File: src/rtl/serial_tx_buffer_if.sv
// CPU-side bundle for the serial transmit buffer: push strobe, data word and
// the line/status outputs fed back to the controller.
interface serial_tx_buffer_if #(
    parameter int DEPTH_LOG2 = 3
);
    logic                  serial_send;
    logic [15:0]           serial_data_out;
    logic                  txd;
    logic                  full;
    logic                  empty;
    logic [DEPTH_LOG2:0]   count;
    logic                  busy;
    logic                  overflow;

    modport master (
        output serial_send,
        output serial_data_out,
        input  txd,
        input  full,
        input  empty,
        input  count,
        input  busy,
        input  overflow
    );

    modport slave (
        input  serial_send,
        input  serial_data_out,
        output txd,
        output full,
        output empty,
        output count,
        output busy,
        output overflow
    );
endinterface

File: src/rtl/serial_tx_buffer.sv
// Word FIFO feeding a UART 8N1 transmitter; each 16-bit word leaves as two
// back-to-back frames, low byte first.
module serial_tx_buffer #(
    parameter int CLKS_PER_BIT = 434,
    parameter int DEPTH_LOG2   = 3
) (
    input  logic                clk_i,
    input  logic                rst_ni,
    serial_tx_buffer_if.slave   bus
);

    localparam int                  DEPTH     = 1 << DEPTH_LOG2;
    localparam logic [DEPTH_LOG2:0] DEPTH_CNT = (DEPTH_LOG2 + 1)'(DEPTH);
    localparam logic [DEPTH_LOG2:0] CNT_ONE   = (DEPTH_LOG2 + 1)'(1);
    localparam logic [DEPTH_LOG2-1:0] PTR_ONE = DEPTH_LOG2'(1);
    localparam logic [15:0]         BAUD_LAST = 16'(CLKS_PER_BIT - 1);

    typedef enum logic [1:0] {
        ST_IDLE,
        ST_START,
        ST_DATA,
        ST_STOP
    } state_e;

    logic [15:0]           mem_q [DEPTH];
    logic [DEPTH_LOG2-1:0] wr_ptr_q, wr_ptr_d;
    logic [DEPTH_LOG2-1:0] rd_ptr_q, rd_ptr_d;
    logic [DEPTH_LOG2:0]   count_q, count_d;
    logic                  full_q, full_d;
    logic                  empty_q, empty_d;
    logic                  overflow_q, overflow_d;

    state_e                state_q, state_d;
    logic [15:0]           baud_q, baud_d;
    logic [2:0]            bit_idx_q, bit_idx_d;
    logic                  byte_sel_q, byte_sel_d;
    logic [15:0]           hold_q, hold_d;
    logic                  txd_q, txd_d;
    logic [7:0]            tx_byte;

    logic                  push;
    logic                  pop;
    logic                  baud_done;

    // Full is the registered flag, so a pop in the same cycle never frees room.
    assign push      = bus.serial_send & ~full_q;
    assign baud_done = (baud_q == BAUD_LAST);

    always_comb begin
        wr_ptr_d   = wr_ptr_q;
        rd_ptr_d   = rd_ptr_q;
        count_d    = count_q;
        overflow_d = overflow_q;

        if (push) begin
            wr_ptr_d = wr_ptr_q + PTR_ONE;
        end
        if (pop) begin
            rd_ptr_d = rd_ptr_q + PTR_ONE;
        end
        if (bus.serial_send && full_q) begin
            overflow_d = 1'b1;
        end

        case ({push, pop})
            2'b10:   count_d = count_q + CNT_ONE;
            2'b01:   count_d = count_q - CNT_ONE;
            default: count_d = count_q;
        endcase

        full_d  = (count_d == DEPTH_CNT);
        empty_d = (count_d == '0);
    end

    always_comb begin
        state_d    = state_q;
        baud_d     = baud_q;
        bit_idx_d  = bit_idx_q;
        byte_sel_d = byte_sel_q;
        hold_d     = hold_q;
        pop        = 1'b0;

        case (state_q)
            ST_IDLE: begin
                if (!empty_q) begin
                    pop        = 1'b1;
                    hold_d     = mem_q[rd_ptr_q];
                    byte_sel_d = 1'b0;
                    baud_d     = '0;
                    state_d    = ST_START;
                end
            end
            ST_START: begin
                if (baud_done) begin
                    baud_d    = '0;
                    bit_idx_d = '0;
                    state_d   = ST_DATA;
                end else begin
                    baud_d = baud_q + 16'd1;
                end
            end
            ST_DATA: begin
                if (baud_done) begin
                    baud_d = '0;
                    if (bit_idx_q == 3'd7) begin
                        state_d = ST_STOP;
                    end else begin
                        bit_idx_d = bit_idx_q + 3'd1;
                    end
                end else begin
                    baud_d = baud_q + 16'd1;
                end
            end
            ST_STOP: begin
                if (baud_done) begin
                    baud_d = '0;
                    if (!byte_sel_q) begin
                        byte_sel_d = 1'b1;
                        state_d    = ST_START;
                    end else begin
                        state_d = ST_IDLE;
                    end
                end else begin
                    baud_d = baud_q + 16'd1;
                end
            end
            default: begin
                state_d = ST_IDLE;
            end
        endcase

        // Line level follows the next state so the start bit appears right after the pop edge.
        tx_byte = byte_sel_d ? hold_d[15:8] : hold_d[7:0];
        case (state_d)
            ST_START: txd_d = 1'b0;
            ST_DATA:  txd_d = tx_byte[bit_idx_d];
            default:  txd_d = 1'b1;
        endcase
    end

    always_ff @(posedge clk_i) begin
        if (!rst_ni) begin
            wr_ptr_q   <= '0;
            rd_ptr_q   <= '0;
            count_q    <= '0;
            full_q     <= 1'b0;
            empty_q    <= 1'b1;
            overflow_q <= 1'b0;
            state_q    <= ST_IDLE;
            baud_q     <= '0;
            bit_idx_q  <= '0;
            byte_sel_q <= 1'b0;
            hold_q     <= '0;
            txd_q      <= 1'b1;
        end else begin
            wr_ptr_q   <= wr_ptr_d;
            rd_ptr_q   <= rd_ptr_d;
            count_q    <= count_d;
            full_q     <= full_d;
            empty_q    <= empty_d;
            overflow_q <= overflow_d;
            state_q    <= state_d;
            baud_q     <= baud_d;
            bit_idx_q  <= bit_idx_d;
            byte_sel_q <= byte_sel_d;
            hold_q     <= hold_d;
            txd_q      <= txd_d;
        end
    end

    // Storage needs no reset; the pointers alone define which entries are valid.
    always_ff @(posedge clk_i) begin
        if (push) begin
            mem_q[wr_ptr_q] <= bus.serial_data_out;
        end
    end

    assign bus.txd      = txd_q;
    assign bus.full     = full_q;
    assign bus.empty    = empty_q;
    assign bus.count    = count_q;
    assign bus.busy     = (state_q != ST_IDLE);
    assign bus.overflow = overflow_q;

endmodule

File: src/flat_wrapper.sv
// flat-port wrapper written by rule: the top's interface ports become plain ports
module serial_tx_buffer_flat 
#(
    parameter int CLKS_PER_BIT = 434,
    parameter int DEPTH_LOG2   = 3
)
  (clk_i, rst_ni, bus_serial_send, bus_serial_data_out, bus_txd, bus_full, bus_empty, bus_count, bus_busy, bus_overflow);
  serial_tx_buffer_if #(.DEPTH_LOG2(DEPTH_LOG2)) bus_i ();
  input  logic clk_i;
  input  logic rst_ni;
  input wire logic [$bits(bus_i.serial_send)-1:0] bus_serial_send;
  input wire logic [$bits(bus_i.serial_data_out)-1:0] bus_serial_data_out;
  output wire logic [$bits(bus_i.txd)-1:0] bus_txd;
  output wire logic [$bits(bus_i.full)-1:0] bus_full;
  output wire logic [$bits(bus_i.empty)-1:0] bus_empty;
  output wire logic [$bits(bus_i.count)-1:0] bus_count;
  output wire logic [$bits(bus_i.busy)-1:0] bus_busy;
  output wire logic [$bits(bus_i.overflow)-1:0] bus_overflow;
  assign bus_i.serial_send = bus_serial_send;
  assign bus_i.serial_data_out = bus_serial_data_out;
  assign bus_txd = bus_i.txd;
  assign bus_full = bus_i.full;
  assign bus_empty = bus_i.empty;
  assign bus_count = bus_i.count;
  assign bus_busy = bus_i.busy;
  assign bus_overflow = bus_i.overflow;
  serial_tx_buffer #(.CLKS_PER_BIT(CLKS_PER_BIT), .DEPTH_LOG2(DEPTH_LOG2)) u_core (.clk_i(clk_i), .rst_ni(rst_ni), .bus(bus_i));
endmodule
File: config.mk
export PLATFORM = sky130hd
export DESIGN_NAME = serial_tx_buffer_flat
export DESIGN_NICKNAME = d
export VERILOG_FILES = /design/src/rtl/serial_tx_buffer_if.sv /design/src/rtl/serial_tx_buffer.sv /design/src/flat_wrapper.sv
export SDC_FILE = /design/constraint.sdc
export NUM_CORES = 1
export LEC_CHECK = 0
export CORE_ASPECT_RATIO = 1.4
export CORE_MARGIN = 4
export CORE_UTILIZATION = 29
export DETAILED_ROUTE_END_ITERATION = 16
export PLACE_DENSITY = 0.41
export SLEW_MARGIN = 20
export SYNTH_ARGS = -nofsm -noshare
export SYNTH_HDL_FRONTEND = slang
export SYNTH_SLANG_ARGS = --single-unit
File: constraint.sdc
create_clock -name clk_i -period 6.1 [get_ports clk_i]
set_clock_uncertainty 0.15 [all_clocks]
set_input_delay 0.915 -clock clk_i [delete_from_list [all_inputs] [get_ports clk_i]]
set_output_delay 0.915 -clock clk_i [all_outputs]
set_load 0.03 [all_outputs]
==> run summary <==
Layout cells sized above 1 = 16.10%
Yosys warning total = 0
Syn nets = 545
Outcome = completed
Sequential share of the synthesized area = 65.52%
First-pass GRT wire length = 25530 um
Initial Utilization = 29.53%
CTS resizes = 0
Worst r2r path cells = 8
Max rail drop VDD = 0.1654 mV
Clk Latency, worst-skew pair = 0.42 ns
IO buf count = 27
Yosys cell types = 53
R2R Path End = u_core.bus.txd$_SDFF_PN1_
Setup TNS Final = 0 ns
Clock root cell = clkbuf_16
Die Y = 198.9 um
Met1 wire length = 7067 um
Max-slew violations = 0
Final Setup Violations = 0
R2R Setup Slk = 3.10 ns
DR WL/cell = 18.70 um
Mux contribution to synthesized area = 12.42%
Simple-gate share of the synthesized area = 9.814%
Final period utilization = 52.27%
Cell taking the most area after synthesis = edfxtp_1
Die area = 0.02871 mm^2
Yosys reg bits = 183
Fillers = 2473
Crit path launch = bus_serial_send
CTS Buf Count = 17
Final net count = 579
Max layer used = met4
Met2 routed WL = 8615 um
Post-synth EDFFs = 128
Vias in the first global route = 4453
Adder-cell share of the synthesized area = 2.420%
Clk sinks = 183
GRT overflow = 0
Crit path to = u_core.bus.empty$_SDFF_PN1_
Antenna violations before repair = 0
Min Tclk post-route = 3.188 ns
Total GRT Usage = 12.01%
Worst-margin pin slew = 0.9413 ns
Setup crit start kind = primary input
Post-Synth XOR/XNOR Area = 2.437%
Max-cap violations = 0
WS Path Type = in2reg
Routed length on met3 = 407 um
Ys flop type = edfxtp_1
Area growth syn-to-layout = 16.83%
Die X = 144.3 um
Final hold vios = 0
Final std cells w/o fill = 878
Hold_buf cts = 0
Syn Area/Cell = 14.74 um^2
Synth Area in Compound Gates = 5.139%
Relative slew slack = 36.83%
Hold WC Path Type = reg2reg
Worst Path Arrival = 3.39 ns
Leading post-synthesis cells by cell area = edfxtp_1 (51%), dfxtp_1 (15%), mux4_2 (9.5%), nor2_1 (3.1%), ha_1 (2.2%)
CTS H-tree depth = 4
Largest family of logic cells by synthesized area = multiplexers
Post-CTS Setup Repair Bufs = 0
I/O pins = 28
Unrepaired setup endpoints after global routing = no
Placer Congestion = 0.7494
Hold Path Depth = 2
Num rows = 69
Vias/cell = 4.827
Vias = 4238
WL final = 16420 um
Core Footprint = 0.02555 mm^2
Synth top area share = 50.93%
Routed Antenna Nets = 0
PwrDens = 406.0 mW/mm^2
Most common cell in the netlist = edfxtp_1
First DRT Iteration DRCs = 202
DRC Markers = 0
WP data required = 6.31 ns
Clock-pin slew on the worst setup and hold paths = 0.07 ns
Drt first pass iters = 4
CTS max path bufs = 2
Top cells by count, synth = edfxtp_1 (128), nor2_1 (62), dfxtp_1 (55)
Crit end category = flop
# diodes = 0
Mapped Area = 0.007547 mm^2
Largest net degree at the start of global routing = 33
Crit-path max FO = 6
Mapped Cells = 512
Async set-reset flop share out of synthesis = 0%
CTS tree = yes
Max Clock Freq = 313.7 MHz
Placed cells = 846
Lkg Pwr = 0.002902 uW
Final HPWL DP = 10390 um
-- cell type report --
cell class,instances,area (um^2),share of cell area [%]
inverters,15,56.30,0.6386
repair buffers,39,360.3,4.087
well taps,319,399.1,4.527
flip-flops and latches,183,4946,56.09
clock inverters,9,115.1,1.306
clock buffers,23,488.0,5.534
multi-input cells,290,2452,27.81
-- cells by family (layout without fill, tap and decap cells) --
logic type | count (synthesis) | in the layout
and+or+nand+nor | 145 | 145
xor gates and xnor gates | 21 | 21
adders and majority gates | 14 | 14
buffers and inverters | 39 | 86
muxes | 53 | 53
AOI/OAI and AO/OA | 57 | 57
DFF | 183 | 183
-- registers in the layout (all words and copies together) (netlist names), named ones only --
signal and flops:
u_core.mem_q 128, u_core.baud_q 16, u_core.hold_q 16, u_core.bus.count 4
u_core.bit_idx_q 3, u_core.rd_ptr_q 3, u_core.wr_ptr_q 3, u_core.state_q 2
u_core.bus.empty 1, u_core.bus.full 1, u_core.bus.overflow 1, u_core.bus.txd 1
u_core.byte_sel_q 1
-- critical path, stage by stage --
cell	delay (ns)
clkdlybuf4s50_1	0.48
nor2b_1	0.43
inv_1	0.09
ha_1	0.23
ha_1	0.28
a21o_1	0.18
a21oi_1	0.19
xnor2_1	0.14
nor2_1	0.07
xnor2_1	0.18
nor2_1	0.07
a21oi_1	0.12
-- cell usage in the layout (no fill, tap or decap), drive strengths merged, types with 5 or more instances in the layout --
cell type and count:
mux2i 16, dfxtp 55, a211oi 5, nand2b 5, nor2 62, o21ai 12, o22ai 6, nand3 5
nand4 10, clkdlybuf4s50 27, mux4 32, mux2 5, nand2 24, ha 13, a21oi 13, clkbuf 23
edfxtp 128, nor3 11, and2 5, buf 12, xnor2 6, inv 18, xor2 15
-- worst min-delay path by stage --
stage | start | slack (ns) | end
floorplan | u_core.hold_q[11]$_SDFF_PN0_ | 0.30 | u_core.hold_q[11]$_SDFF_PN0_
global placement | u_core.bus.overflow$_SDFFE_PN0P_ | 0.31 | u_core.bus.overflow$_SDFFE_PN0P_
detailed placement | u_core.bus.overflow$_SDFFE_PN0P_ | 0.32 | u_core.bus.overflow$_SDFFE_PN0P_
CTS | u_core.bus.overflow$_SDFFE_PN0P_ | 0.34 | u_core.bus.overflow$_SDFFE_PN0P_
global route | u_core.hold_q[12]$_SDFF_PN0_ | 0.39 | u_core.hold_q[12]$_SDFF_PN0_
finish | u_core.bus.overflow$_SDFFE_PN0P_ | 0.34 | u_core.bus.overflow$_SDFFE_PN0P_
-- routing by layer --
metal | GRT usage, % | up-vias
met1 | 14.56 | 2148
met2 | 20.79 | 59
met3 | 2.742 | 21
li1 | - | 2010
met4 | 4.355 | 0
met5 | 0 | -
-- per-stage QoR --
stage / util, % / power [uW] / area, um^2 / setup WS, ns / hold WS (ns)
floorplan: - / 2241 / 7547 / 2.973 / 0.3047
global placement: 32.12 / 2505 / 8209 / 2.532 / 0.3052
detailed placement: 32.12 / 2521 / 8209 / 2.461 / 0.3248
CTS: 34.48 / 3651 / 8812 / 2.897 / 0.3446
global route: 34.50 / 3787 / 8817 / 2.700 / 0.3928
finish: 34.50 / 3580 / 8817 / 2.912 / 0.3361
-- where the power goes --
| group | switching (uW) | internal [uW] |
|---|---|---|
| clock network | 460 | 652 |
| registers | 68.3 | 1460 |
| logic | 542 | 395 |
| total | 1070 | 2510 |
Power figures use the tool's default switching activity.
